### config.mk
export PLATFORM = sky130hd
export DESIGN_NAME = pc_unit
export DESIGN_NICKNAME = d
export VERILOG_FILES = /design/src/rtl/pc_unit_pkg.sv /design/src/rtl/pc_target_adder.sv /design/src/rtl/pc_unit.sv
export SDC_FILE = /design/constraint.sdc
export NUM_CORES = 1
export LEC_CHECK = 0
export BUFFER_PORTS_ARGS = -buffer_cell sky130_fd_sc_hd__buf_2
export CAP_MARGIN = 10
export CELL_PAD_IN_SITES_DETAIL_PLACEMENT = 1
export CELL_PAD_IN_SITES_GLOBAL_PLACEMENT = 1
export CORE_MARGIN = 10
export CORE_UTILIZATION = 46
export CTS_CLUSTER_SIZE = 40
export DETAILED_ROUTE_END_ITERATION = 10
export GPL_ROUTABILITY_DRIVEN = 0
export PLACE_DENSITY = 0.85
export SYNTH_ARGS = -nofsm -noshare
export SYNTH_HDL_FRONTEND = slang
export SYNTH_SLANG_ARGS = --single-unit
### constraint.sdc
create_clock -name CLK -period 6.6 [get_ports CLK]
set_input_delay 0.66 -clock CLK [delete_from_list [all_inputs] [get_ports CLK]]
set_output_delay 0.66 -clock CLK [all_outputs]
set_load 0.05 [all_outputs]
### src/rtl/pc_unit_pkg.sv
// ============================================================================
//  Module      : pc_unit_pkg
//  Description : Shared widths, constants and state encoding for the PC unit.
//  Revision    : 1.0 - initial release
// ============================================================================
`default_nettype none

package pc_unit_pkg;

    localparam int                  PC_WIDTH             = 32;
    localparam logic [PC_WIDTH-1:0] PC_INCR              = 32'd4;
    localparam logic [PC_WIDTH-1:0] DEFAULT_RESET_VECTOR = 32'h0000_0000;

    typedef enum logic [1:0] {
        BOOT = 2'd0,
        RUN  = 2'd1,
        HOLD = 2'd2
    } pc_state_t;

endpackage

`default_nettype wire

### src/rtl/pc_target_adder.sv
// ============================================================================
//  Module      : pc_target_adder
//  Description : Computes PC+4 and the PC-relative redirect target.
//  Revision    : 1.0 - initial release
// ============================================================================
`default_nettype none

module pc_target_adder
    import pc_unit_pkg::*;
(
    input  logic [PC_WIDTH-1:0] i_pc,
    input  logic [7:0]          i_offset,
    output logic [PC_WIDTH-1:0] o_pc_plus4,
    output logic [PC_WIDTH-1:0] o_target
);

    logic [PC_WIDTH-1:0] w_offset_bytes;

    // Word offset: sign-extend then scale by 4; all sums wrap mod 2^32.
    assign w_offset_bytes = {{(PC_WIDTH-10){i_offset[7]}}, i_offset, 2'b00};
    assign o_pc_plus4     = i_pc + PC_INCR;
    assign o_target       = o_pc_plus4 + w_offset_bytes;

endmodule

`default_nettype wire

### src/rtl/pc_unit.sv
// ============================================================================
//  Module      : pc_unit
//  Description : Program counter with boot delay, fetch stall and redirect hold.
//  Revision    : 1.0 - initial release
// ============================================================================
`default_nettype none

module pc_unit
    import pc_unit_pkg::*;
#(
    parameter logic [PC_WIDTH-1:0] RESET_VECTOR = DEFAULT_RESET_VECTOR,
    parameter int                  BOOT_CYCLES  = 1
)(
    input  logic                CLK,
    input  logic                RESET,
    input  logic                BUSYWAIT,
    input  logic                JUMP,
    input  logic                BRANCH,
    input  logic                ZERO,
    input  logic [7:0]          OFFSET,
    output logic [PC_WIDTH-1:0] PC,
    output logic [PC_WIDTH-1:0] PC_PLUS4,
    output logic                FETCH_VALID
);

    localparam logic [2:0] c_boot_last = 3'(BOOT_CYCLES - 1);

    pc_state_t           r_state;
    logic [PC_WIDTH-1:0] r_pc;
    logic [2:0]          r_boot_cnt;
    logic                r_pending;
    logic [PC_WIDTH-1:0] r_pend_tgt;
    logic                r_fetch_valid;

    logic                w_taken;
    logic [PC_WIDTH-1:0] w_pc_plus4;
    logic [PC_WIDTH-1:0] w_target;

    assign w_taken = JUMP | (BRANCH & ZERO);

    pc_target_adder u_adder (
        .i_pc       (r_pc),
        .i_offset   (OFFSET),
        .o_pc_plus4 (w_pc_plus4),
        .o_target   (w_target)
    );

    always_ff @(posedge CLK) begin
        if (RESET) begin
            r_state       <= BOOT;
            r_pc          <= RESET_VECTOR;
            r_boot_cnt    <= '0;
            r_pending     <= 1'b0;
            r_pend_tgt    <= '0;
            r_fetch_valid <= 1'b0;
        end else begin
            case (r_state)
                BOOT: begin
                    if (r_boot_cnt == c_boot_last) begin
                        r_state       <= RUN;
                        r_fetch_valid <= 1'b1;
                    end else begin
                        r_boot_cnt <= r_boot_cnt + 3'd1;
                    end
                end
                RUN: begin
                    if (BUSYWAIT) begin
                        r_state <= HOLD;
                        if (w_taken) begin
                            r_pending  <= 1'b1;
                            r_pend_tgt <= w_target;
                        end
                    end else begin
                        r_pc <= w_taken ? w_target : w_pc_plus4;
                    end
                end
                HOLD: begin
                    // First redirect seen during a stall is the one honoured.
                    if (BUSYWAIT) begin
                        if (w_taken && !r_pending) begin
                            r_pending  <= 1'b1;
                            r_pend_tgt <= w_target;
                        end
                    end else begin
                        r_pc      <= r_pending ? r_pend_tgt
                                   : (w_taken ? w_target : w_pc_plus4);
                        r_pending <= 1'b0;
                        r_state   <= RUN;
                    end
                end
                default: begin
                    r_state       <= BOOT;
                    r_fetch_valid <= 1'b0;
                end
            endcase
        end
    end

    assign PC          = r_pc;
    assign PC_PLUS4    = w_pc_plus4;
    assign FETCH_VALID = r_fetch_valid;

endmodule

`default_nettype wire

==> results of run 1 <==
cells by family after synthesis:
group	synth area share, %
simple gates	25.8
compound gates	27.5
flops	24.5
buf+inv	4.95
xor+xnor	7.23
fa+ha+maj	9.38
mux	0.710
worst max-delay path by stage:
stage          cells past startpoint  slack, ns  start        endpoint
2_1_floorplan                     12       1.99  PC[4]          PC[29]
3_3_place_gp                      13       2.47  PC[4]  r_pend_tgt[27]
3_5_place_dp                      11       2.25  PC[4]  r_pend_tgt[31]
4_1_cts                           11       2.18  PC[4]  r_pend_tgt[31]
5_1_grt                           11       1.70  PC[4]  r_pend_tgt[31]
6_report                          11       2.08  PC[4]  r_pend_tgt[31]
Yosys cell counts, types with 6 or more instances:
cell,number
and3_1,6
nor4_1,8
a31oi_1,10
a211oi_1,7
clkbuf_1,31
xor2_1,14
nor2_1,57
a21o_1,15
o211ai_1,6
inv_1,22
xnor2_1,34
nand2_1,113
ha_1,42
nor3_1,22
nand4_1,26
or3_1,10
dfxtp_1,71
o21a_1,10
a21oi_1,71
and4_1,7
o21ai_0,39
o21ai_1,7
nand3_1,31
power by group:
group	switching (mW)	total, mW	internal [mW]
clock network	0.193	0.503	0.310
registers	0.0443	0.513	0.469
logic	0.497	0.700	0.202
sequential cells by signal, indices dropped and copies added (netlist names):
register	count
FETCH_VALID	1
PC	32
r_boot_cnt	3
r_pend_tgt	32
r_pending	1
r_state	2
layer usage:
metal  vias up  share of wire [%]
met3        63                6.5
met2       266                 47
met1      3207                 43
met5         -                  0
met4         0                4.0
li1       2974                  -
cell type report:
class | count | area (um2) | area share, %
Timing Repair Buffer | 87 | 458 | 6.95
Sequential cell | 71 | 1420 | 21.6
Clock buffer | 12 | 256 | 3.89
Multi-Input combinational cell | 641 | 4110 | 62.4
Inverter | 23 | 86.3 | 1.31
Clock inverter | 3 | 42.5 | 0.646
Tap cell | 172 | 215 | 3.27
worst max-delay path, cell delays in order (launching register included):
cell,delay (ns)
dfxtp_1,0.47
nand4_1,0.29
nor3_2,0.44
and2_1,0.28
nor3b_1,0.32
xor2_1,0.36
ha_1,0.34
nand4_1,0.17
nor4_1,0.75
nand4_1,0.34
a2111oi_0,0.51
a311o_1,0.18
==> impl_metrics.yaml, run 1 <==
status:
  status: "finished, final reports clean"
power:
  p_per_area_mw_per_mm2: 261
  static-leakage-power_nw: 2.78
  ir_worst_vdd_v: 0.000158
  power_mw: 1.72
global_route:
  grt_start_max_net_pins: 59
  grt_pass1_wl_mm: 36.9
  top_usage_layer: "met2"
  antenna_found_initial: 0
  grt_use_met2_pct: 41.7
  grt-ovfl-total: 0
  first_global_vias: 6811
  use_met3_pct: 5.30
  grt_usage_pct: 25.7
  gr-usage-met1_pct: 31.3
floorplan:
  die_h_um: 132
  io_pins: 79
  start_util_pct: 46.4
  die_x_um: 132
  die-area_mm2: 0.0175
  coreArea_mm2: 0.0125
  row_count: 41
finish:
  area_growth_pct: 13.3
  nets: 890
  finalInstanceArea_mm2: 0.00659
  fill_cells: 1659
  stdcell_count: 1009
  fin_util_pct: 52.6
  post_route_cells_drive_above_1_share_pct: 14.6
  antenna_cells: 0
  layout_commonest_cell: "nand2_1"
  final_cell_mix: "113 x nand2_1, 78 x buf_2, 71 x dfxtp_1"
sta:
  finalCritPeriodShare_pct: 68.5
  tightest_slew_ns: 1.12
  fin_ws_ns: 2.08
  fmax_mhz: 221
  finalSetupViolCount: 0
  hold_viol: 0
  rsz0062_at_grt: "false"
  finalCriticalPeriod_ns: 4.52
  relSlewSlack_pct: 25.1
  tns_ns: 0
  whs_ns: 0.454
  slew_viol_final: 0
  finClkSkew_ns: 0.00635
run:
  max_cap_violations: 0
detailed_routing:
  vias: 6510
  wire_per_inst_um: 22.8
  final_antenna_net_count: 0
  wl_mm: 23.0
  first_pass_iters: 5
  drtIter0Drc: 598
  viasPerCell: 6.45
  remaining_drc_errors: 0
clock_tree:
  cts_tree: "yes"
  cts_buffers: 9
  clock_sinks: 71
  ctsLongestPathBuffers: 2
  path_clk_slew_ns: 0.06
  ctsResizeCount: 0
  cts_hold_buf: 0
  clockRootBuffer: "clkbuf_16"
  clkLatencyLatePin_ns: 0.35
  postCtsSetupRepairBufs: 0
  h-tree-depth: 3
synth:
  synth_largest_area_cell: "dfxtp_1"
  synth_area_mm2: 0.00581
  ys_seq_area_share_pct: 24.5
  synth-async-reset-ratio_pct: 0
  synth_top_area_share_pct: 24.5
  avgSynthCellArea_um2: 7.46
  synth_ff_type: "dfxtp_1"
  syn_inst: 779
  synth_area_leaders: "dfxtp_1 24%, ha_1 9.0%, nand2_1 7.3%"
  synth_cell_types: 82
  synthesis.nets: 836
  ys.warnings.count: 0
  synth-seq-cells: 71
  synth-edff-count: 0
critical_path:
  r2r-start: "PC[4]"
  r2r_slack_ns: 2.08
  timing.critical_path.arrival_ns: 4.81
  regToRegEndpoint: "r_pend_tgt[31]"
  critPathLaunchType: "flop"
  critPathRequiredTime_ns: 6.89
  critPathCaptureType: "flop"
  rr_worst_depth: 11
  critPathMaxFanout: 8
  criticalPathCategory: "reg2reg"
placed_design:
  port_buffers: 78
  place_worst_setup_slack_ns: 2.25
  dp_hpwl_mm: 16.6
  placedInstanceArea_mm2: 0.00629
  placed_cells: 994
min_path:
  min_from: "r_pend_tgt[3]"
  min_to: "r_pend_tgt[3]"
  worst_hold_path.num_cells: 2
  hold_path.class: "reg2reg"
Note: power is estimated with default switching activity, not from simulation.
==> inputs of run 2 (changes only) <==
--- a/config.mk
+++ b/config.mk
@@ -10,11 +10,11 @@
 export CELL_PAD_IN_SITES_DETAIL_PLACEMENT = 1
 export CELL_PAD_IN_SITES_GLOBAL_PLACEMENT = 1
 export CORE_MARGIN = 10
-export CORE_UTILIZATION = 46
+export CORE_UTILIZATION = 43
 export CTS_CLUSTER_SIZE = 40
 export DETAILED_ROUTE_END_ITERATION = 10
 export GPL_ROUTABILITY_DRIVEN = 0
-export PLACE_DENSITY = 0.85
+export PLACE_DENSITY = 0.8
 export SYNTH_ARGS = -nofsm -noshare
 export SYNTH_HDL_FRONTEND = slang
 export SYNTH_SLANG_ARGS = --single-unit
==> constraint.sdc (replaced) <==
create_clock -name CLK -period 4.7 [get_ports CLK]
set_input_delay 0.47 -clock CLK [delete_from_list [all_inputs] [get_ports CLK]]
set_output_delay 0.47 -clock CLK [all_outputs]
set_load 0.05 [all_outputs]
==> run 2 against run 1 <==
  * Sequential cell count unchanged
  * Critical path depth increased by 2
  * Largest power group unchanged
  * Critical path type unchanged
  * Total power increased by 39%
  * Design area increased by 0.46%
==> impl_metrics.yaml, run 2 (same netlist as run 1, synthesis figures left out) <==
finish:
  area_growth_pct: 13.8
  post_route_cells_drive_above_1_share_pct: 15.4
  final_cell_mix: "113 x nand2_1, 78 x buf_2, 71 x dfxtp_1"
  antenna_cells: 0
  layout_commonest_cell: "nand2_1"
  fill_cells: 1760
  finalInstanceArea_mm2: 0.00662
  nets: 895
detailed_routing:
  final_antenna_net_count: 0
  first_pass_iters: 5
  drtIter0Drc: 562
  wire_per_inst_um: 22.6
  wl_mm: 23.1
  viasPerCell: 6.37
  remaining_drc_errors: 0
  vias: 6487
global_route:
  grt-ovfl-total: 0
  antenna_found_initial: 0
  grt_start_max_net_pins: 59
  grt_pass1_wl_mm: 37.3
  grt_usage_pct: 25.2
  first_global_vias: 6758
sta:
  finalSetupViolCount: 0
  finalCritPeriodShare_pct: 89.7
  finClkSkew_ns: 0.0118
  fmax_mhz: 237
  tns_ns: 0
  hold_viol: 0
  rsz0062_at_grt: "false"
  finalCriticalPeriod_ns: 4.22
  slew_viol_final: 0
  fin_ws_ns: 0.485
  tightest_slew_ns: 1.10
  relSlewSlack_pct: 26.4
floorplan:
  die_x_um: 136
  coreArea_mm2: 0.0132
  row_count: 42
  die-area_mm2: 0.0186
  die_h_um: 136
  io_pins: 79
  start_util_pct: 43.9
placed_design:
  place_worst_setup_slack_ns: 0.541
  dp_hpwl_mm: 16.9
  placedInstanceArea_mm2: 0.00633
  port_buffers: 78
critical_path:
  criticalPathCategory: "reg2reg"
  crit_chain: "nand4_1, nor2_1, and3_1, and3_1, xor2_1, ha_1, a21oi_2, o21ai_0, a2111oi_1, o211ai_1, o211ai_1, a2111oi_0, a311o_1"
  crit_buf_inv: 0
  critPathRequiredTime_ns: 4.95
  critPathLaunchType: "flop"
  critPathTopFamily: "compound AO/OA/AOI/OAI gates"
  critPathCaptureType: "flop"
  cpPeakStageDelay_ns: 0.54
  timing.critical_path.arrival_ns: 4.46
  critPathMaxFanout: 7
  slowest_stage: "a2111oi_1"
clock_tree:
  cts_hold_buf: 0
  clock_sinks: 71
  clockRootBuffer: "clkbuf_16"
  h-tree-depth: 3
  cts_tree: "yes"
  path_clk_slew_ns: 0.07
  ctsLongestPathBuffers: 2
  cts_buffers: 9
  clkLatencyLatePin_ns: 0.36
status:
  status: "finished, final reports clean"
power:
  seqPwrFrac_pct: 30.2
  intPower_mw: 1.32
  clkPwrFrac_pct: 28.6
  netSwitchingFraction_pct: 44.6
  combPwrFrac_pct: 41.2
  power_mw: 2.38
  ir_worst_vdd_v: 0.000191
  p_per_area_mw_per_mm2: 359
  power.switching_mw: 1.06
  static-leakage-power_nw: 2.79
run:
  max_cap_violations: 0
min_path:
  hold_path.class: "reg2reg"
run 2: changes by cell type in the layout (fill, tap and decap cells not counted), sizes merged:
cell / delta
buf: +5
bufinv: -1
clkbuf: -2
clkinv: +1
clkinvlp: +2
inv: +1
run 2: routing by layer:
| layer | track usage (%) | share of wire, % | vias up | wire length, um |
|---|---|---|---|---|
| met3 | 4.91 | 6.9 | 48 | 1590 |
| met2 | 41.1 | 48 | 237 | 11000 |
| met4 | 10.1 | 2.6 | 0 | 604 |
| met1 | 31.8 | 43 | 3216 | 9880 |
| met5 | 0 | 0 | - | 0 |
| li1 | - | - | 2986 | - |
run 2: final timing paths:
path | start | to | slack [ns] | cells past startpoint
worst min-delay path | r_pend_tgt[15] | r_pend_tgt[15] | 0.46 | 2
worst max register to register | PC[12] | r_pend_tgt[31] | 0.48 | 13
worst max-delay path | PC[12] | r_pend_tgt[31] | 0.48 | 13
worst min register to register | r_pend_tgt[15] | r_pend_tgt[15] | 0.46 | 2
run 2: worst register-to-register path: cells and delay by family (launching register included):
| kind | cells | cell delay, ns |
|---|---|---|
| adder cells (fa/ha/maj) | 1 | 0.34 |
| XOR/XNOR | 1 | 0.32 |
| AO/OA/AOI/OAI | 7 | 1.83 |
| flip-flops | 1 | 0.45 |
| AND/OR/NAND/NOR | 4 | 1.16 |
run 2: what timing repair did:
action,in CTS,in global routing
endpoints found under the setup margin,0,1
resized for setup,0,1
setup buffers,0,0
run 2: area by class of cell:
cell class	count	area, um2	share of cell area [%]
multi-input combinational	641	4110	62.1
clock inverter	6	45.0	0.681
clock buffer	10	239	3.61
sequential	71	1420	21.5
tap	176	220	3.33
inverter	23	86.3	1.30
timing repair buffer	92	495	7.49
run 2: per-stage QoR:
stage / hold WS (ns) / instances / utilization [%]
floorplan: 0.432 / 779 / -
detailed placement: 0.449 / 1003 / 47.8
finish: 0.458 / 1019 / 50.0
CTS: 0.459 / 1019 / 50.0
global placement: 0.440 / 1003 / 47.8
global route: 0.480 / 1019 / 50.0
run 2: power groups by stage:
stage	Sequential, mW	Combinational, mW	Clock [mW]
after floorplan	0.817	0.608	0
after global placement	0.725	0.935	0
after detailed placement	0.730	0.962	0
after CTS	0.718	0.971	0.688
after global routing	0.729	1.06	0.711
final	0.719	0.980	0.680
==> inputs of run 3 (changes only) <==
--- a/config.mk
+++ b/config.mk
@@ -5,7 +5,7 @@
 export SDC_FILE = /design/constraint.sdc
 export NUM_CORES = 1
 export LEC_CHECK = 0
-export BUFFER_PORTS_ARGS = -buffer_cell sky130_fd_sc_hd__buf_2
+export BUFFER_PORTS_ARGS = -buffer_cell sky130_fd_sc_hd__buf_4
 export CAP_MARGIN = 10
 export CELL_PAD_IN_SITES_DETAIL_PLACEMENT = 1
 export CELL_PAD_IN_SITES_GLOBAL_PLACEMENT = 1
@@ -15,6 +15,7 @@
 export DETAILED_ROUTE_END_ITERATION = 10
 export GPL_ROUTABILITY_DRIVEN = 0
 export PLACE_DENSITY = 0.8
+export SLEW_MARGIN = 20
 export SYNTH_ARGS = -nofsm -noshare
 export SYNTH_HDL_FRONTEND = slang
 export SYNTH_SLANG_ARGS = --single-unit
==> constraint.sdc (replaced) <==
create_clock -name CLK -period 4.6 [get_ports CLK]
set_input_delay 0.46 -clock CLK [delete_from_list [all_inputs] [get_ports CLK]]
set_output_delay 0.46 -clock CLK [all_outputs]
set_load 0.05 [all_outputs]
==> run 3 against run 2 <==
  * Total power grew 8.8%
  * Hold slack got worse by 0.0016 ns
  * Sequential share of layout area decreased by 0.82 points
  * Largest cell class unchanged
  * Critical endpoint unchanged
  * Wire length rose by 1.1%
  * Global-route usage decreased by 0.57 points
  * Register-to-register slack worse by 0.22 ns
  * Sequential power rose by 2.9%
  * First-iteration DRC count fell by 4.1%
  * Setup slack lost 0.22 ns
==> impl_metrics.yaml, run 3 (same netlist as run 1, synthesis figures left out) <==
finish:
  finalInstanceArea_mm2: 0.00688
  post_route_cells_drive_above_1_share_pct: 15.6
  area_growth_pct: 18.4
  antenna_cells: 0
  final_cell_mix: "113 x nand2_1, 93 x buf_4, 71 x dfxtp_1"
  layout_commonest_cell: "nand2_1"
  nets: 896
critical_path:
  critPathTopFamily: "simple AND/OR/NAND/NOR gates"
  cpPeakStageDelay_ns: 0.58
  slowest_stage: "nor4_1"
  criticalPathCategory: "reg2reg"
  crit_buf_inv: 0
  crit_chain: "nand4_1, nor2_1, and2_1, nor3b_1, xor2_1, ha_1, nand4_1, nor4_1, nand4_1, a2111oi_0, a311o_1"
  critPathRequiredTime_ns: 4.90
  critPathCaptureType: "flop"
  timing.critical_path.arrival_ns: 4.64
  critPathMaxFanout: 7
  critPathLaunchType: "flop"
  cpMostUsedCell: "nand4_1"
global_route:
  first_global_vias: 6514
  grt_pass1_wl_mm: 36.1
  grt-ovfl-total: 0
  antenna_found_initial: 0
  grt_usage_pct: 24.6
  grt_start_max_net_pins: 60
placed_design:
  dp_hpwl_mm: 17.0
  port_buffers: 78
  place_worst_setup_slack_ns: 0.464
  placedInstanceArea_mm2: 0.00655
clock_tree:
  clkLatencyLatePin_ns: 0.36
  ctsResizeCount: 0
  cts_hold_buf: 0
  ctsLongestPathBuffers: 2
  cts_tree: "yes"
  clockRootBuffer: "clkbuf_16"
  clock_sinks: 71
  path_clk_slew_ns: 0.06
  postCtsSetupRepairBufs: 0
  h-tree-depth: 3
  cts_buffers: 9
sta:
  finClkSkew_ns: 0.00991
  tightest_slew_ns: 0.788
  finalCritPeriodShare_pct: 94.3
  fmax_mhz: 231
  slew_viol_final: 0
  hold_viol: 0
  finalCriticalPeriod_ns: 4.34
  tns_ns: 0
  rsz0062_at_grt: "false"
  relSlewSlack_pct: 47.4
  fin_ws_ns: 0.264
  finalSetupViolCount: 0
power:
  p_per_area_mw_per_mm2: 376
  ir_worst_vdd_v: 0.000190
  static-leakage-power_nw: 2.84
  power_mw: 2.59
detailed_routing:
  wire_per_inst_um: 22.9
  drtIter0Drc: 539
  first_pass_iters: 5
  remaining_drc_errors: 0
  vias: 6494
  viasPerCell: 6.37
  wl_mm: 23.3
  final_antenna_net_count: 0
floorplan:
  coreArea_mm2: 0.0132
  die_x_um: 136
  start_util_pct: 43.9
  io_pins: 79
  die_h_um: 136
  die-area_mm2: 0.0186
  row_count: 42
run:
  max_cap_violations: 0
status:
  status: "finished, final reports clean"
min_path:
  hold_path.class: "reg2reg"
==> run 3: path summary, 6_finish.rpt <==
check,slack (ns),cells after the start,startpoint,endpoint
min reg2reg,0.46,2,r_pend_tgt[17],r_pend_tgt[17]
max reg2reg,0.26,11,PC[13],r_pend_tgt[31]
max,0.26,11,PC[13],r_pend_tgt[31]
min,0.46,2,r_pend_tgt[17],r_pend_tgt[17]
==> run 3: worst reg2reg max path: stages (launching register included) <==
cell,delay [ns]
dfxtp_1,0.46
nand4_1,0.26
nor2_1,0.35
and2_1,0.33
nor3b_1,0.29
xor2_1,0.44
ha_1,0.36
nand4_1,0.17
nor4_1,0.58
nand4_1,0.32
a2111oi_0,0.53
a311o_1,0.19
==> run 3: final cells by class <==
type / instances / area, um2
clock buffers: 10 / 239
clock inverters: 6 / 93.8
fillers: 1688 / 6360
inverters: 23 / 86.3
multi-input cells: 641 / 4120
flip-flops and latches: 71 / 1420
well taps: 176 / 220
repair buffers: 93 / 698
==> run 3: routing by layer <==
metal / wire length (um) / vias to the layer above / GRT usage (%)
met3: 1650 / 55 / 4.35
met4: 595 / 0 / 9.35
met5: 0 / - / 0
li1: - / 2989 / -
met1: 10200 / 3195 / 31.6
met2: 10900 / 255 / 40.1
==> run 3: metrics by stage <==
stage / std cells / hold WS (ns) / utilization [%]
after global placement: 1004 / 0.441 / 49.5
after CTS: 1020 / 0.458 / 52.0
after global routing: 1020 / 0.480 / 52.0
after floorplan: 779 / 0.432 / -
final: 1020 / 0.457 / 52.0
after detailed placement: 1004 / 0.449 / 49.5
==> run 3: power by group <==
group	internal (mW)	total [mW]	switching [mW]
combinational	0.334	1.05	0.717
clock	0.492	0.797	0.305
sequential	0.673	0.740	0.0671
total	1.50	2.59	1.09
